===== src/rtl/sin_24b_arbiter_if.sv =====
// Bundle of request, core and response signals for the sin_24b arbiter.
// slave is the arbiter's view; master is the producer/consumer/core side.
interface sin_24b_arbiter_if #(
  parameter int NREQ = 4,
  parameter int IDW  = 2
);
  logic [NREQ-1:0]    req_valid;
  logic [NREQ-1:0]    req_ready;
  logic [NREQ*24-1:0] req_data;
  logic [23:0]        core_in;
  logic [24:0]        core_out;
  logic               rsp_valid;
  logic               rsp_ready;
  logic [24:0]        rsp_data;
  logic [IDW-1:0]     rsp_id;
  logic               busy;
  logic [31:0]        done_count;

  modport slave (
    input  req_valid, req_data, core_out, rsp_ready,
    output req_ready, core_in, rsp_valid, rsp_data, rsp_id, busy, done_count
  );

  modport master (
    output req_valid, req_data, core_out, rsp_ready,
    input  req_ready, core_in, rsp_valid, rsp_data, rsp_id, busy, done_count
  );
endinterface


===== src/rtl/sin_24b_arbiter.sv =====
// Round-robin share of one combinational sin_24b core; result valid SETTLE+1 cycles after grant.
// Grants only from IDLE; a stalled response (rsp_ready low) holds the arbiter in RESP.
module sin_24b_arbiter #(
  parameter int NREQ   = 4,
  parameter int IDW    = 2,
  parameter int SETTLE = 1
) (
  input logic            clk,
  input logic            rst,
  sin_24b_arbiter_if.slave bus
);

  localparam int PW = $clog2(NREQ);
  localparam int CW = (SETTLE > 1) ? $clog2(SETTLE) : 1;
  localparam logic [PW:0]   NREQ_W   = (PW+1)'(NREQ);
  localparam logic [PW-1:0] LAST_IDX = PW'(NREQ - 1);
  localparam logic [CW-1:0] CNT_LAST = CW'(SETTLE - 1);

  typedef enum logic [1:0] {
    ST_IDLE,
    ST_WAIT,
    ST_RESP
  } state_t;

  state_t          state_q;
  logic [PW-1:0]   ptr_q;
  logic [CW-1:0]   cnt_q;
  logic [23:0]     core_in_q;
  logic            rsp_valid_q;
  logic [24:0]     rsp_data_q;
  logic [IDW-1:0]  rsp_id_q;
  logic            busy_q;
  logic [31:0]     done_count_q;

  logic            gnt_found;
  logic [PW-1:0]   gnt_idx;
  logic [PW:0]     scan_w;
  logic [PW-1:0]   ptr_d;
  logic [23:0]     core_in_d;
  logic [IDW-1:0]  rsp_id_d;
  logic [NREQ-1:0] req_ready_d;

  // Scan from ptr upward with wraparound; first valid requester wins.
  always_comb begin
    gnt_found = 1'b0;
    gnt_idx   = '0;
    scan_w    = '0;
    for (int i = 0; i < NREQ; i++) begin
      scan_w = {1'b0, ptr_q} + (PW+1)'(i);
      if (scan_w >= NREQ_W) begin
        scan_w = scan_w - NREQ_W;
      end
      if (!gnt_found && bus.req_valid[scan_w[PW-1:0]]) begin
        gnt_found = 1'b1;
        gnt_idx   = scan_w[PW-1:0];
      end
    end
  end

  always_comb begin
    ptr_d       = (gnt_idx == LAST_IDX) ? '0 : gnt_idx + PW'(1);
    core_in_d   = bus.req_data[gnt_idx*24 +: 24];
    rsp_id_d    = IDW'(gnt_idx);
    req_ready_d = '0;
    if (state_q == ST_IDLE && !rst && gnt_found) begin
      req_ready_d[gnt_idx] = 1'b1;
    end
  end

  // core_in is deliberately left untouched outside a grant to keep the core quiet.
  always_ff @(posedge clk) begin
    if (rst) begin
      state_q      <= ST_IDLE;
      ptr_q        <= '0;
      cnt_q        <= '0;
      core_in_q    <= '0;
      rsp_valid_q  <= 1'b0;
      rsp_data_q   <= '0;
      rsp_id_q     <= '0;
      busy_q       <= 1'b0;
      done_count_q <= '0;
    end else begin
      case (state_q)
        ST_IDLE: begin
          if (gnt_found) begin
            core_in_q <= core_in_d;
            rsp_id_q  <= rsp_id_d;
            ptr_q     <= ptr_d;
            cnt_q     <= '0;
            busy_q    <= 1'b1;
            state_q   <= ST_WAIT;
          end
        end
        ST_WAIT: begin
          cnt_q <= cnt_q + CW'(1);
          if (cnt_q == CNT_LAST) begin
            rsp_data_q  <= bus.core_out;
            rsp_valid_q <= 1'b1;
            state_q     <= ST_RESP;
          end
        end
        ST_RESP: begin
          if (bus.rsp_ready) begin
            rsp_valid_q  <= 1'b0;
            done_count_q <= done_count_q + 32'd1;
            busy_q       <= 1'b0;
            state_q      <= ST_IDLE;
          end
        end
        default: begin
          state_q <= ST_IDLE;
          busy_q  <= 1'b0;
        end
      endcase
    end
  end

  assign bus.req_ready  = req_ready_d;
  assign bus.core_in    = core_in_q;
  assign bus.rsp_valid  = rsp_valid_q;
  assign bus.rsp_data   = rsp_data_q;
  assign bus.rsp_id     = rsp_id_q;
  assign bus.busy       = busy_q;
  assign bus.done_count = done_count_q;

endmodule


===== src/flat_wrapper.sv =====
// flat-port wrapper written by rule: the top's interface ports become plain ports
module sin_24b_arbiter_flat 
#(
  parameter int NREQ   = 4,
  parameter int IDW    = 2,
  parameter int SETTLE = 1
)
  (clk, rst, bus_req_valid, bus_req_data, bus_core_out, bus_rsp_ready, bus_req_ready, bus_core_in, bus_rsp_valid, bus_rsp_data, bus_rsp_id, bus_busy, bus_done_count);
  sin_24b_arbiter_if #(.NREQ(NREQ), .IDW(IDW)) bus_i ();
  input logic clk;
  input logic rst;
  input wire logic [$bits(bus_i.req_valid)-1:0] bus_req_valid;
  input wire logic [$bits(bus_i.req_data)-1:0] bus_req_data;
  input wire logic [$bits(bus_i.core_out)-1:0] bus_core_out;
  input wire logic [$bits(bus_i.rsp_ready)-1:0] bus_rsp_ready;
  output wire logic [$bits(bus_i.req_ready)-1:0] bus_req_ready;
  output wire logic [$bits(bus_i.core_in)-1:0] bus_core_in;
  output wire logic [$bits(bus_i.rsp_valid)-1:0] bus_rsp_valid;
  output wire logic [$bits(bus_i.rsp_data)-1:0] bus_rsp_data;
  output wire logic [$bits(bus_i.rsp_id)-1:0] bus_rsp_id;
  output wire logic [$bits(bus_i.busy)-1:0] bus_busy;
  output wire logic [$bits(bus_i.done_count)-1:0] bus_done_count;
  assign bus_i.req_valid = bus_req_valid;
  assign bus_i.req_data = bus_req_data;
  assign bus_i.core_out = bus_core_out;
  assign bus_i.rsp_ready = bus_rsp_ready;
  assign bus_req_ready = bus_i.req_ready;
  assign bus_core_in = bus_i.core_in;
  assign bus_rsp_valid = bus_i.rsp_valid;
  assign bus_rsp_data = bus_i.rsp_data;
  assign bus_rsp_id = bus_i.rsp_id;
  assign bus_busy = bus_i.busy;
  assign bus_done_count = bus_i.done_count;
  sin_24b_arbiter #(.NREQ(NREQ), .IDW(IDW), .SETTLE(SETTLE)) u_core (.clk(clk), .rst(rst), .bus(bus_i));
endmodule

===== config.mk =====
export PLATFORM = sky130hd
export DESIGN_NAME = sin_24b_arbiter_flat
export DESIGN_NICKNAME = d
export VERILOG_FILES = /design/src/rtl/sin_24b_arbiter_if.sv /design/src/rtl/sin_24b_arbiter.sv /design/src/flat_wrapper.sv
export SDC_FILE = /design/constraint.sdc
export NUM_CORES = 1
export LEC_CHECK = 0
export ABC_AREA = 1
export CAP_MARGIN = 20
export CORE_ASPECT_RATIO = 1.75
export CORE_UTILIZATION = 31
export CTS_BUF_LIST = sky130_fd_sc_hd__clkbuf_8
export DETAILED_ROUTE_END_ITERATION = 10
export SLEW_MARGIN = 20
export SYNTH_ARGS = -nofsm -noshare
export SYNTH_HDL_FRONTEND = slang
export SYNTH_SLANG_ARGS = --single-unit

===== constraint.sdc =====
create_clock -name clk -period 5.15 [get_ports clk]
set_input_delay 0.7725 -clock clk [delete_from_list [all_inputs] [get_ports clk]]
set_output_delay 0.7725 -clock clk [all_outputs]
set_load 0.02 [all_outputs]

==> out/metrics.cfg <==
[clock_network]
post_cts_buffers = 0
hold_buffers = 0
clockRootBuffer = clkbuf_8
cts.reportedPaths.clkPinSlew_ns = 0.09
tritoncts = built
numCtsBuffers = 9
clkSinkCount = 90
post_cts_resize_count = 0
clock_latency_late_sink_ns = 0.38
clockBufferDepth = 2
cts_htree_levels = 3

[worst_setup_path]
timing.critical_path.slowest_stage_cell = clkdlybuf4s50_1
crit_path_frequent_cell = nand2_2
timing.setup.critical_path_class = in2out
path_max_fanout = 25
worstPathArrival_ns = 3.45
cp_slowest_stage_delay_ns = 0.61
start_kind = primary input
endpoint_kind = primary output
timing.critical_path.cells = clkdlybuf4s50_1, inv_1, nand2_2, nand3_1, nand2_2, nor2_4, nand2_1, or2_4, nand2_4, inv_4, nand2_2, inv_2, nand2_1, nor2_1, clkdlybuf4s50_1
worst_ep_required_time_ns = 4.38

[run_status]
run_status = finished clean

[timing]
slew_viol_final = 0
final_min_period_over_clock_period_pct = 82.0
skew_final_ns = 0.0163
final_count_of_hold_timing_violations = 0
worst_slew_pin_tran_ns = 0.976
period_minus_slack_ns = 4.22
rsz0062_at_grt = no
setup_total_negative_slack_ns = 0
setup_viol_count_final = 0
slew_headroom_pct = 34.8
max_freq_ghz = 0.237

[floorplanning]
floorplan.initialDensity_pct = 31.7
ios = 217
die_area_sq_um = 16300
fp.dieW_microns = 96.9
placement_rows = 60
core_sq_um = 15400
dieHeight_microns = 168

[drt]
detail_route.iter0.violations = 152
antenna_left = 0
detail_route.vias_per_cell = 4.75
drt-pass1-iter-count = 4
drt_drc_violations_left = 0
vias = 5527
totalWireLength_mm = 16.4
wl_per_cell_microns = 14.1

[synth]
muxShareOfSynthArea_pct = 0
synthesis.area_per_instance_sq_um = 6.30
part_of_the_yosys_area_used_for_sequential_elements_pct = 36.9
post_synth_inst_count = 775
synth_xor_xnor_area_share_pct = 1.08
cell_area_after_synthesis_sq_um = 4890
synth-warning-count = 0
synthDistinctLibCells = 34
synth-simple-area-share_pct = 44.0
synth-compound-area-share_pct = 8.96
main_combinational_cell_family_by_area_after_synthesis = simple AND/OR/NAND/NOR gates
synth-adder-area-share_pct = 0.256
synth_fp_nets = 904
yosys_register_bits = 90

[power]
worst_ir_drop_vdd_v = 0.000373
pleak_nw = 3.06
power_density_over_the_cells_nw_per_um2 = 484

[placed_design]
port_buffers = 216
placement.cell_area_sq_um = 7130
dp_cells = 1148
hpwlAfterDp_mm = 12.6
gp_routability_congestion = 0.872

[cells_and_area]
final_layout_size_suffix_gt1_share_pct = 5.62
nets = 1102
fillers = 1583
number_of_antenna_cells_inserted = 0
layoutNonFillerInstCount = 1164
postLayoutCellArea_sq_um = 7340
syn2layout_area_growth_pct = 50.3

[hold_path]
min_path_type = reg2reg

[global_route]
initial_antenna_violation_count = 0
grt_overflow_total = 0
grt_pass1_vias = 5472
grt_pass1_wl_mm = 26.8
gr-usage-all-layers_pct = 20.5
maximum_number_of_pins_on_one_net_before_global_route_repair = 48

[flow_run]
max_cap_violations = 0

report_power, final:
group          internal [mW]  leakage [nW]  total [mW]  switching [mW]
Sequential             0.838         0.735       0.927          0.0891
Combinational          0.758          2.22        2.11            1.35
Clock                  0.244         0.105       0.523           0.279
through the flow:
step	worst slack (ns)	hold slack (ns)	power (mW)	util (%)
after floorplan	2.22	0.459	2.42	-
after global placement	0.931	0.438	3.06	46.3
after detailed placement	0.916	0.446	3.06	46.3
after CTS	0.897	0.460	3.60	47.7
after global routing	0.672	0.478	3.89	47.7
final	0.927	0.459	3.56	47.7
cells by family after synthesis:
group | after synthesis
and+or+nand+nor | 496
buffers and inverters | 98
DFF | 90
AOI/OAI and AO/OA | 84
xor gates and xnor gates | 6
adders and majority gates | 1
worst paths after layout:
kind / slack (ns) / start / end / cells past startpoint
worst max-delay path: 0.93 / bus_req_valid[3] / bus_req_ready[3] / 15
worst min-delay path: 0.46 / u_core.bus.core_in[3] / u_core.bus.core_in[3] / 2
worst max register to register: 2.33 / u_core.ptr_q[0] / u_core.bus.core_in[10] / 16
worst min register to register: 0.46 / u_core.bus.core_in[3] / u_core.bus.core_in[3] / 2
worst max-delay path: cells and delay by family:
family / cells / cell delay [ns]
buf+inv: 5 / 1.60
simple gates: 10 / 1.07
registers in the layout (all words and copies together), names as in the netlist:
signal                 flops
u_core.bus.done_count     32
u_core.bus.rsp_id          2
u_core.state_q             2
u_core.cnt_q               1
u_core.bus.rsp_data       25
u_core.bus.rsp_valid       1
u_core.bus.core_in        24
u_core.ptr_q               2
u_core.bus.busy            1
area by class of cell:
type	instances	area, sq um	share of cell area [%]
multi-input cells	587	2650	36.1
repair buffers	223	2210	30.1
flip-flops and latches	90	1800	24.5
inverters	62	235	3.20
well taps	186	233	3.17
clock buffers	10	138	1.87
clock inverters	6	71.3	0.971
cell usage after synthesis, drive strengths merged:
| master | number | area, sq um |
|---|---|---|
| inv | 61 | 231 |
| nand3 | 117 | 601 |
| nor2 | 65 | 274 |
| or2 | 2 | 15.0 |
| ha | 1 | 12.5 |
| nor4 | 2 | 12.5 |
| xor2 | 5 | 43.8 |
| nand2 | 289 | 1130 |
| a31oi | 1 | 6.26 |
| o21ai | 24 | 120 |
| clkinv | 1 | 3.75 |
| buf | 23 | 149 |
| dfxtp | 90 | 1800 |
| clkbuf | 13 | 48.8 |
| o21a | 5 | 37.5 |
| nor3 | 12 | 60.1 |
| xnor2 | 1 | 8.76 |
| a21boi | 1 | 7.51 |
| nand4 | 7 | 43.8 |
| o22ai | 1 | 6.26 |
| a21oi | 52 | 260 |
| nor3b | 2 | 15.0 |
cell usage in the layout (no fill, tap or decap), drive strengths merged, types with 7 or more instances in the layout:
| master | n |
|---|---|
| dfxtp | 90 |
| nor3 | 12 |
| a21oi | 52 |
| nand3 | 117 |
| nand4 | 7 |
| inv | 64 |
| clkdlybuf4s50 | 215 |
| buf | 8 |
| nor2 | 65 |
| clkbuf | 10 |
| nand2 | 289 |
| o21ai | 24 |
routing by layer:
layer	global-route usage, %	wire length [microns]	part of all wire, %	up-vias
met5	0	0	0	-
met4	10.6	614	3.7	0
met3	4.73	861	5.3	34
met2	38.5	8730	53	172
met1	20.8	6180	38	2437
li1	-	-	-	2884
No activity file was read; power rests on OpenSTA's default activity.
